===== config.mk =====
export PLATFORM = sky130hd
export DESIGN_NAME = tour_cmd
export DESIGN_NICKNAME = d
export VERILOG_FILES = /design/src/rtl/tour_cmd.sv
export SDC_FILE = /design/constraint.sdc
export NUM_CORES = 1
export LEC_CHECK = 0
export ABC_AREA = 1
export CORE_MARGIN = 2
export CORE_UTILIZATION = 50
export CTS_BUF_LIST = sky130_fd_sc_hd__clkbuf_2 sky130_fd_sc_hd__clkbuf_4 sky130_fd_sc_hd__clkbuf_8
export DETAILED_ROUTE_END_ITERATION = 10
export DONT_BUFFER_PORTS = 1
export GPL_TIMING_DRIVEN = 0
export PLACE_DENSITY = 0.67
export SLEW_MARGIN = 20
export SYNTH_ARGS = -nofsm -noshare
export SYNTH_HDL_FRONTEND = slang
export SYNTH_SLANG_ARGS = --single-unit

===== constraint.sdc =====
create_clock -name clk -period 2.4 [get_ports clk]
set_clock_uncertainty 0.15 [all_clocks]
set_input_delay 0.36 -clock clk [delete_from_list [all_inputs] [get_ports clk]]
set_output_delay 0.36 -clock clk [all_outputs]
set_load 0.02 [all_outputs]

===== src/rtl/tour_cmd.sv =====
// Replays the solved knight's tour as vertical/horizontal drive commands, and passes
// UART commands straight through whenever no tour is playing.
module tour_cmd #(
    parameter int unsigned NUM_MOVES = 24
) (
    input  logic        clk,
    input  logic        rst_n,
    input  logic        start_tour,
    input  logic [7:0]  move,
    output logic [4:0]  mv_indx,
    input  logic [15:0] cmd_UART,
    input  logic        cmd_rdy_UART,
    input  logic        clr_cmd_rdy,
    input  logic        send_resp,
    output logic [15:0] cmd,
    output logic        cmd_rdy,
    output logic [7:0]  resp
);

    localparam int unsigned IDX_W    = 5;
    localparam int unsigned SQ_W     = 4;
    localparam logic [3:0]  OP_VERT  = 4'h2;
    localparam logic [3:0]  OP_HORZ  = 4'h3;
    localparam logic [7:0]  HDG_N    = 8'h00;
    localparam logic [7:0]  HDG_W    = 8'h3F;
    localparam logic [7:0]  HDG_S    = 8'h7F;
    localparam logic [7:0]  HDG_E    = 8'hBF;
    localparam logic [7:0]  RESP_BSY = 8'h5A;
    localparam logic [7:0]  RESP_IDL = 8'hA5;

    typedef enum logic [2:0] {IDLE, VERT, HOLD_V, HORZ, HOLD_H} state_t;

    state_t             state_q;
    logic [IDX_W-1:0]   mv_indx_q;
    logic [7:0]         resp_q;

    logic [2:0]         lsb;
    logic               any_bit;
    logic               v_pos;
    logic               h_pos;
    logic [SQ_W-1:0]    v_sq;
    logic [SQ_W-1:0]    h_sq;
    logic [15:0]        cmd_vert;
    logic [15:0]        cmd_horz;

    // Tour sequencing; resp tracks whether the next state is a tour state.
    always_ff @(posedge clk or negedge rst_n) begin
        if (!rst_n) begin
            state_q   <= IDLE;
            mv_indx_q <= '0;
            resp_q    <= RESP_IDL;
        end else begin
            case (state_q)
                IDLE: begin
                    if (start_tour) begin
                        mv_indx_q <= '0;
                        state_q   <= VERT;
                        resp_q    <= RESP_BSY;
                    end
                end
                VERT:   if (clr_cmd_rdy) state_q <= HOLD_V;
                HOLD_V: if (send_resp)   state_q <= HORZ;
                HORZ:   if (clr_cmd_rdy) state_q <= HOLD_H;
                HOLD_H: begin
                    if (send_resp) begin
                        if (mv_indx_q == IDX_W'(NUM_MOVES - 1)) begin
                            state_q <= IDLE;
                            resp_q  <= RESP_IDL;
                        end else begin
                            mv_indx_q <= mv_indx_q + IDX_W'(1);
                            state_q   <= VERT;
                        end
                    end
                end
                default: begin
                    state_q <= IDLE;
                    resp_q  <= RESP_IDL;
                end
            endcase
        end
    end

    // Lowest set bit of move selects the knight offset.
    always_comb begin
        lsb     = '0;
        any_bit = 1'b0;
        for (int i = 7; i >= 0; i--) begin
            if (move[i]) begin
                lsb     = 3'(i);
                any_bit = 1'b1;
            end
        end
    end

    always_comb begin
        v_pos = 1'b1;
        h_pos = 1'b1;
        v_sq  = '0;
        h_sq  = '0;
        case (lsb)
            3'd0: begin v_pos = 1'b1; v_sq = 4'd1; h_pos = 1'b1; h_sq = 4'd2; end
            3'd1: begin v_pos = 1'b1; v_sq = 4'd2; h_pos = 1'b1; h_sq = 4'd1; end
            3'd2: begin v_pos = 1'b1; v_sq = 4'd2; h_pos = 1'b0; h_sq = 4'd1; end
            3'd3: begin v_pos = 1'b1; v_sq = 4'd1; h_pos = 1'b0; h_sq = 4'd2; end
            3'd4: begin v_pos = 1'b0; v_sq = 4'd1; h_pos = 1'b0; h_sq = 4'd2; end
            3'd5: begin v_pos = 1'b0; v_sq = 4'd2; h_pos = 1'b0; h_sq = 4'd1; end
            3'd6: begin v_pos = 1'b0; v_sq = 4'd2; h_pos = 1'b1; h_sq = 4'd1; end
            3'd7: begin v_pos = 1'b0; v_sq = 4'd1; h_pos = 1'b1; h_sq = 4'd2; end
        endcase
        if (any_bit) begin
            cmd_vert = {OP_VERT, (v_pos ? HDG_N : HDG_S), v_sq};
            cmd_horz = {OP_HORZ, (h_pos ? HDG_E : HDG_W), h_sq};
        end else begin
            cmd_vert = {OP_VERT, HDG_N, 4'd0};
            cmd_horz = {OP_HORZ, HDG_N, 4'd0};
        end
    end

    // Output mux: UART pass-through when idle, tour legs otherwise.
    always_comb begin
        cmd     = cmd_UART;
        cmd_rdy = cmd_rdy_UART;
        case (state_q)
            VERT:    begin cmd = cmd_vert; cmd_rdy = 1'b1; end
            HOLD_V:  begin cmd = cmd_vert; cmd_rdy = 1'b0; end
            HORZ:    begin cmd = cmd_horz; cmd_rdy = 1'b1; end
            HOLD_H:  begin cmd = cmd_horz; cmd_rdy = 1'b0; end
            default: ;
        endcase
    end

    assign mv_indx = mv_indx_q;
    assign resp    = resp_q;

endmodule

==> flow_summary.json, run 1 <==
{
  "status": "completed",
  "grt_max_degree": 11,
  "fin_crit_sh": 0.944,
  "crit_fanout": 10,
  "cts.sinks": 10,
  "p_per_area_mw_per_mm2": 1630,
  "core-area_mm2": 0.00178,
  "startpoint": "state_q[0]",
  "dieArea_mm2": 0.00231,
  "netlist.top_cell.by_area": "dfrtp_1",
  "cp_cell_sequence": "nor2_4 -> inv_2 -> nor2_8 -> inv_4 -> nand2_4 -> inv_2 -> nand2_4 -> inv_2 -> buf_6 -> nand2_1 -> nand3_2",
  "crit_required_ns": 1.89,
  "die_w_um": 48.0,
  "dp_slack_ns": 0.369,
  "slowest_stage": "dfrtp_2",
  "max_cap_violations": 0,
  "slew_violations": 0,
  "hold_path_class": "primary input to flop",
  "slew_headroom": 0.682,
  "grt_usage": 0.180,
  "grt_pass1_wl_um": 2930,
  "synth.most_common_cell": "nand2_1",
  "synth_top_flop_cell": "dfrtp_1",
  "drt-total-wl_um": 2020,
  "wire_per_inst_um": 10.7,
  "p_leak_nw": 0.614,
  "ys_warn_count": 0,
  "place_hpwl_um": 1660,
  "syn_nets": 190,
  "synthTopCellsByArea": "dfrtp_1 23%, nand2_1 23%, inv_1 7.4%",
  "ir_worst_vdd_mv": 0.640,
  "rrSetupSlack_ns": 0.54,
  "synth_top_area_frac": 0.232,
  "grt-ovfl-total": 0,
  "worstSetupPathType": "flop to primary output",
  "fmax_ghz": 0.441,
  "setup.worst_path.end_class": "primary output",
  "worstSkewPairLatency_ns": 0.27,
  "power_mw": 1.72,
  "syn_area_um2": 970,
  "layout-drive-gt1-share": 0.195,
  "synthArstFlopShare": 1.00,
  "cp_common_cell": "inv_2",
  "cts_tree": "done",
  "via_count": 930,
  "period_needed_ns": 2.27,
  "port-buffer-count": 0,
  "firstDrtPassIters": 4,
  "cts-buffers-inserted": 3,
  "worst_path_largest_cell_delay_ns": 0.45,
  "ant_nets": 0,
  "dieHeight_um": 48.0,
  "hp-start": "start_tour",
  "ioPinCount": 60,
  "htreeDepth": 1,
  "start_util": 0.544,
  "synth_edf_count": 0,
  "hold_viol": 0,
  "root_buffer": "clkbuf_4",
  "finalNetCount": 196,
  "path_clk_slew_ns": 0.07,
  "antenna_found_initial": 0,
  "setup_violations": 0,
  "worst_slack_ns": 0.135,
  "cp.buffers_inverters": 5,
  "ys_seq_elements": 10,
  "diodes": 0,
  "fp-row-count": 15,
  "cts_buffer_depth": 2,
  "worstPathArrival_ns": 1.76,
  "syn_avg_cell_area_um2": 6.10,
  "viasPerCell": 4.92,
  "tightest_slew_ns": 0.475,
  "drt_iter0_drc": 18,
  "fillCellCount": 177,
  "synthTopCellsByCount": "60 x nand2_1, 19 x inv_1, 16 x nor2_1",
  "post_cts.repair.setup_buffers": 0,
  "fin_setup_tns_ns": 0,
  "cp-start-kind": "flop",
  "seq_area_frac_synth": 0.259,
  "grt_setup_unrepaired": "no",
  "drcViolationCount": 0,
  "r2r_start": "mv_indx[0]",
  "synthCells": 159,
  "area_growth_pct": 8.90,
  "place_congestion": 0.828,
  "path_delay_family": "simple AND/OR/NAND/NOR gates",
  "ys_types": 26,
  "first_global_vias": 720
}
[sequential cells by signal, summed over array words and instances, names as in the netlist]
| register | cells |
|---|---|
| mv_indx | 5 |
| state_q | 3 |
| resp | 2 |
[layout make-up]
class / instances / area, um^2 / area share
multi-input combinational: 114 / 568 / 0.538
sequential: 10 / 253 / 0.239
inverter: 28 / 108 / 0.102
buffer: 7 / 56.3 / 0.0533
tap: 25 / 31.3 / 0.0296
clock buffer: 4 / 30.0 / 0.0284
timing repair buffer: 1 / 10.0 / 0.00948
[cells in the final DEF, fill, tap and decap left out, drive strengths merged]
cell type / count
a21oi: 2
a22o: 1
a22oi: 1
a31oi: 1
buf: 7
clkbuf: 4
dfrtp: 9
dfstp: 1
dlygate4sd3: 1
ha: 1
inv: 28
nand2: 64
nand3: 11
nand4: 3
nor2: 18
nor3: 1
o21ai: 8
or2: 1
xor2: 2
[worst register-to-register path, cell delays in order (launching register included)]
cell     delay, ns
dfrtp_1       0.49
ha_1          0.28
nand2_1       0.07
inv_1         0.05
nand3_1       0.12
nand2_1       0.10
o21ai_2       0.25
inv_2         0.09
nand2_1       0.07
o21ai_1       0.06
[per-layer routing]
layer | vias to the layer above | part of all wire | global-route usage
li1 | 491 | - | -
met1 | 386 | 0.48 | 0.255
met2 | 53 | 0.42 | 0.267
met3 | 0 | 0.10 | 0.0755
met4 | 0 | 0 | 0.0162
met5 | - | 0 | 0
[logic make-up (layout without fill, tap and decap cells)]
kind of cell	count (synthesis)	after routing	share of synthesized area
buf+inv	35	40	0.169
xor+xnor	2	2	0.0181
compound gates	13	13	0.0852
flops	10	10	0.259
simple gates	98	98	0.455
fa+ha+maj	1	1	0.0129
[report_power, final]
| part | switching (mW) | leakage (nW) | internal (mW) |
|---|---|---|---|
| registers | 0.0905 | 0.129 | 0.226 |
| logic | 0.920 | 0.467 | 0.352 |
| clock network | 0.0608 | 0.0184 | 0.0756 |
[timing repair]
action,in CTS,in global routing
setup endpoints to repair,0,7
hold buffers,1,0
endpoints found under the hold margin,10,0
resized for setup,0,3
[through the flow]
| step | utilization | cells | hold WS, ns | cell area, um^2 |
|---|---|---|---|---|
| final | 0.592 | 189 | 0.103 | 1060 |
| after global routing | 0.592 | 189 | 0.0874 | 1060 |
| after CTS | 0.584 | 189 | 0.0980 | 1040 |
| after detailed placement | 0.561 | 184 | -0.0853 | 1000 |
| after global placement | 0.561 | 184 | -0.0854 | 1000 |
| after floorplan | - | 159 | -0.0856 | 970 |
[worst paths after layout]
kind	to	cells after the start
setup reg to reg	mv_indx[0]	9
max in group asynchronous	state_q[0]	1
hold / removal	resp[6]	2
setup / recovery	cmd[1]	11
min in group asynchronous	state_q[1]	1
hold reg to reg	resp[5]	2
(Power assumes the default switching activity.)
==> run 2, diff against run 1 <==
Settings changed: SETUP_SLACK_MARGIN set to 0.15.
Clock period 2.4 ns to 2.5 ns, I/O delays scaled along.
==> run 2 against run 1 <==
Effect of this change: critical path depth is the same; critical endpoint unchanged; flip-flop and latch count is the same; largest cell class unchanged; critical path type unchanged; final area grew 2.3%; combinational power is essentially flat; sequential share of layout area shrank 0.41 points; hold slack gained 0.015 ns; worst setup slack gained 0.11 ns; global-route usage is the same; sequential power shrank 4%.
==> flow_summary.json, run 2 (same netlist as run 1, synthesis figures left out) <==
{
  "worstReg2RegEnd": "mv_indx[0]",
  "drt-total-wl_um": 2080,
  "root_buffer": "clkbuf_4",
  "first_global_vias": 720,
  "viasPerCell": 4.93,
  "grt_max_degree": 11,
  "cts_buffer_depth": 2,
  "ant_nets": 0,
  "core-area_mm2": 0.00178,
  "fin_crit_sh": 0.904,
  "place_hpwl_um": 1660,
  "ioPinCount": 60,
  "hold_viol": 0,
  "worstSkewPairLatency_ns": 0.27,
  "layout-drive-gt1-share": 0.242,
  "place_congestion": 0.828,
  "wire_per_inst_um": 10.9,
  "start_util": 0.544,
  "diodes": 0,
  "grt_setup_unrepaired": "yes",
  "hold_depth": 2,
  "worstPathArrival_ns": 1.74,
  "crit_fanout": 10,
  "most-common-layout-cells": "54 x nand2_1, 19 x inv_1, 16 x nor2_1",
  "crit_required_ns": 1.98,
  "fp-row-count": 15,
  "largest_reg_flops": 5,
  "port-buffer-count": 0,
  "setup_violations": 0,
  "die_w_um": 48.0,
  "via_count": 936,
  "final_common_cell": "nand2_1",
  "slew_headroom": 0.679,
  "worstSetupPathType": "flop to primary output",
  "fin_setup_tns_ns": 0,
  "cts-buffers-inserted": 3,
  "cp-start-kind": "flop",
  "firstDrtPassIters": 4,
  "ir_worst_vdd_mv": 0.618,
  "grt_usage": 0.180,
  "drt_iter0_drc": 19,
  "ff2ff_path_depth": 9,
  "rrSetupSlack_ns": 0.64,
  "period_needed_ns": 2.26,
  "path_clk_slew_ns": 0.07,
  "antenna_found_initial": 0,
  "cts_tree": "done",
  "hold_path_class": "primary input to flop",
  "area_growth_pct": 11.4,
  "p_per_area_mw_per_mm2": 1590,
  "setup.worst_path.end_class": "primary output",
  "dieHeight_um": 48.0,
  "fillCellCount": 179,
  "htreeDepth": 1,
  "cts.sinks": 10,
  "finalNetCount": 197,
  "grt-ovfl-total": 0,
  "status": "completed",
  "max_cap_violations": 0,
  "tightest_slew_ns": 0.480,
  "finalInstanceArea_mm2": 0.00108,
  "r2r_start": "mv_indx[0]",
  "cp-endpoint": "cmd[1]",
  "grt_pass1_wl_um": 2930,
  "placed_area_mm2": 0.00100,
  "dieArea_mm2": 0.00231,
  "drcViolationCount": 0,
  "slew_violations": 0,
  "startpoint": "state_q[0]",
  "fmax_ghz": 0.442,
  "p_leak_nw": 0.617
}
==> run 2: cell types whose count changed in the layout (fill, tap and decap cells not counted), sizes merged <==
cell,before,now
buf,7,8
==> run 2: power by group <==
group / switching (mW) / internal, mW / total [mW]
clock network: 0.0581 / 0.0726 / 0.131
logic: 0.918 / 0.363 / 1.28
registers: 0.0849 / 0.219 / 0.304
==> run 2: stage by stage <==
| step | power, mW | setup WS [ns] | hold slack (ns) | utilization | std cells |
|---|---|---|---|---|---|
| 2_1_floorplan | 1.37 | 0.607 | -0.0706 | - | 159 |
| 3_3_place_gp | 1.49 | 0.477 | -0.0704 | 0.561 | 184 |
| 3_5_place_dp | 1.50 | 0.454 | -0.0703 | 0.561 | 184 |
| 4_1_cts | 1.64 | 0.156 | 0.113 | 0.584 | 189 |
| 5_1_grt | 1.87 | 0.130 | 0.102 | 0.606 | 190 |
| 6_report | 1.72 | 0.240 | 0.118 | 0.606 | 190 |
==> run 2: timing repair <==
action                                  CTS  global route
endpoints found under the setup margin    0            10
endpoints found under the hold margin    10             0
setup buffers                             0             1
hold buffers                              1             0
gates resized for setup                   0            10
==> run 2: critical path: stages (launching register included) <==
cell and delay (ns):
dfrtp_2 0.44, nor2_4 0.16, inv_2 0.08, nor2_8 0.13, inv_4 0.06, nand2_4 0.07
inv_2 0.05, nand2_4 0.08, inv_2 0.06, buf_6 0.13, nand2_1 0.07, nand3_2 0.14
==> run 2: how the worst min path moves through the flow <==
stage | startpoint | endpoint | slack [ns]
2_1_floorplan | rst_n | mv_indx[0] | -0.07
3_3_place_gp | rst_n | state_q[0] | -0.07
3_5_place_dp | rst_n | state_q[0] | -0.07
4_1_cts | start_tour | resp[6] | 0.11
5_1_grt | start_tour | resp[6] | 0.10
6_report | start_tour | resp[6] | 0.12
==> run 2: per-layer routing <==
layer / up-vias / wire length [um] / track usage
li1: 492 / - / -
met1: 393 / 1000 / 0.255
met2: 51 / 875 / 0.267
met3: 0 / 200 / 0.0755
met4: 0 / 0 / 0.0162
met5: - / 0 / 0
==> run 2: final cells by class <==
class / count / area [um^2] / share of cell area
clock buffer: 4 / 30.0 / 0.0278
inverter: 28 / 108 / 0.0997
sequential: 10 / 254 / 0.235
buffer: 7 / 56.3 / 0.0521
tap: 25 / 31.3 / 0.0290
multi-input combinational: 114 / 583 / 0.540
timing repair buffer: 2 / 17.5 / 0.0162
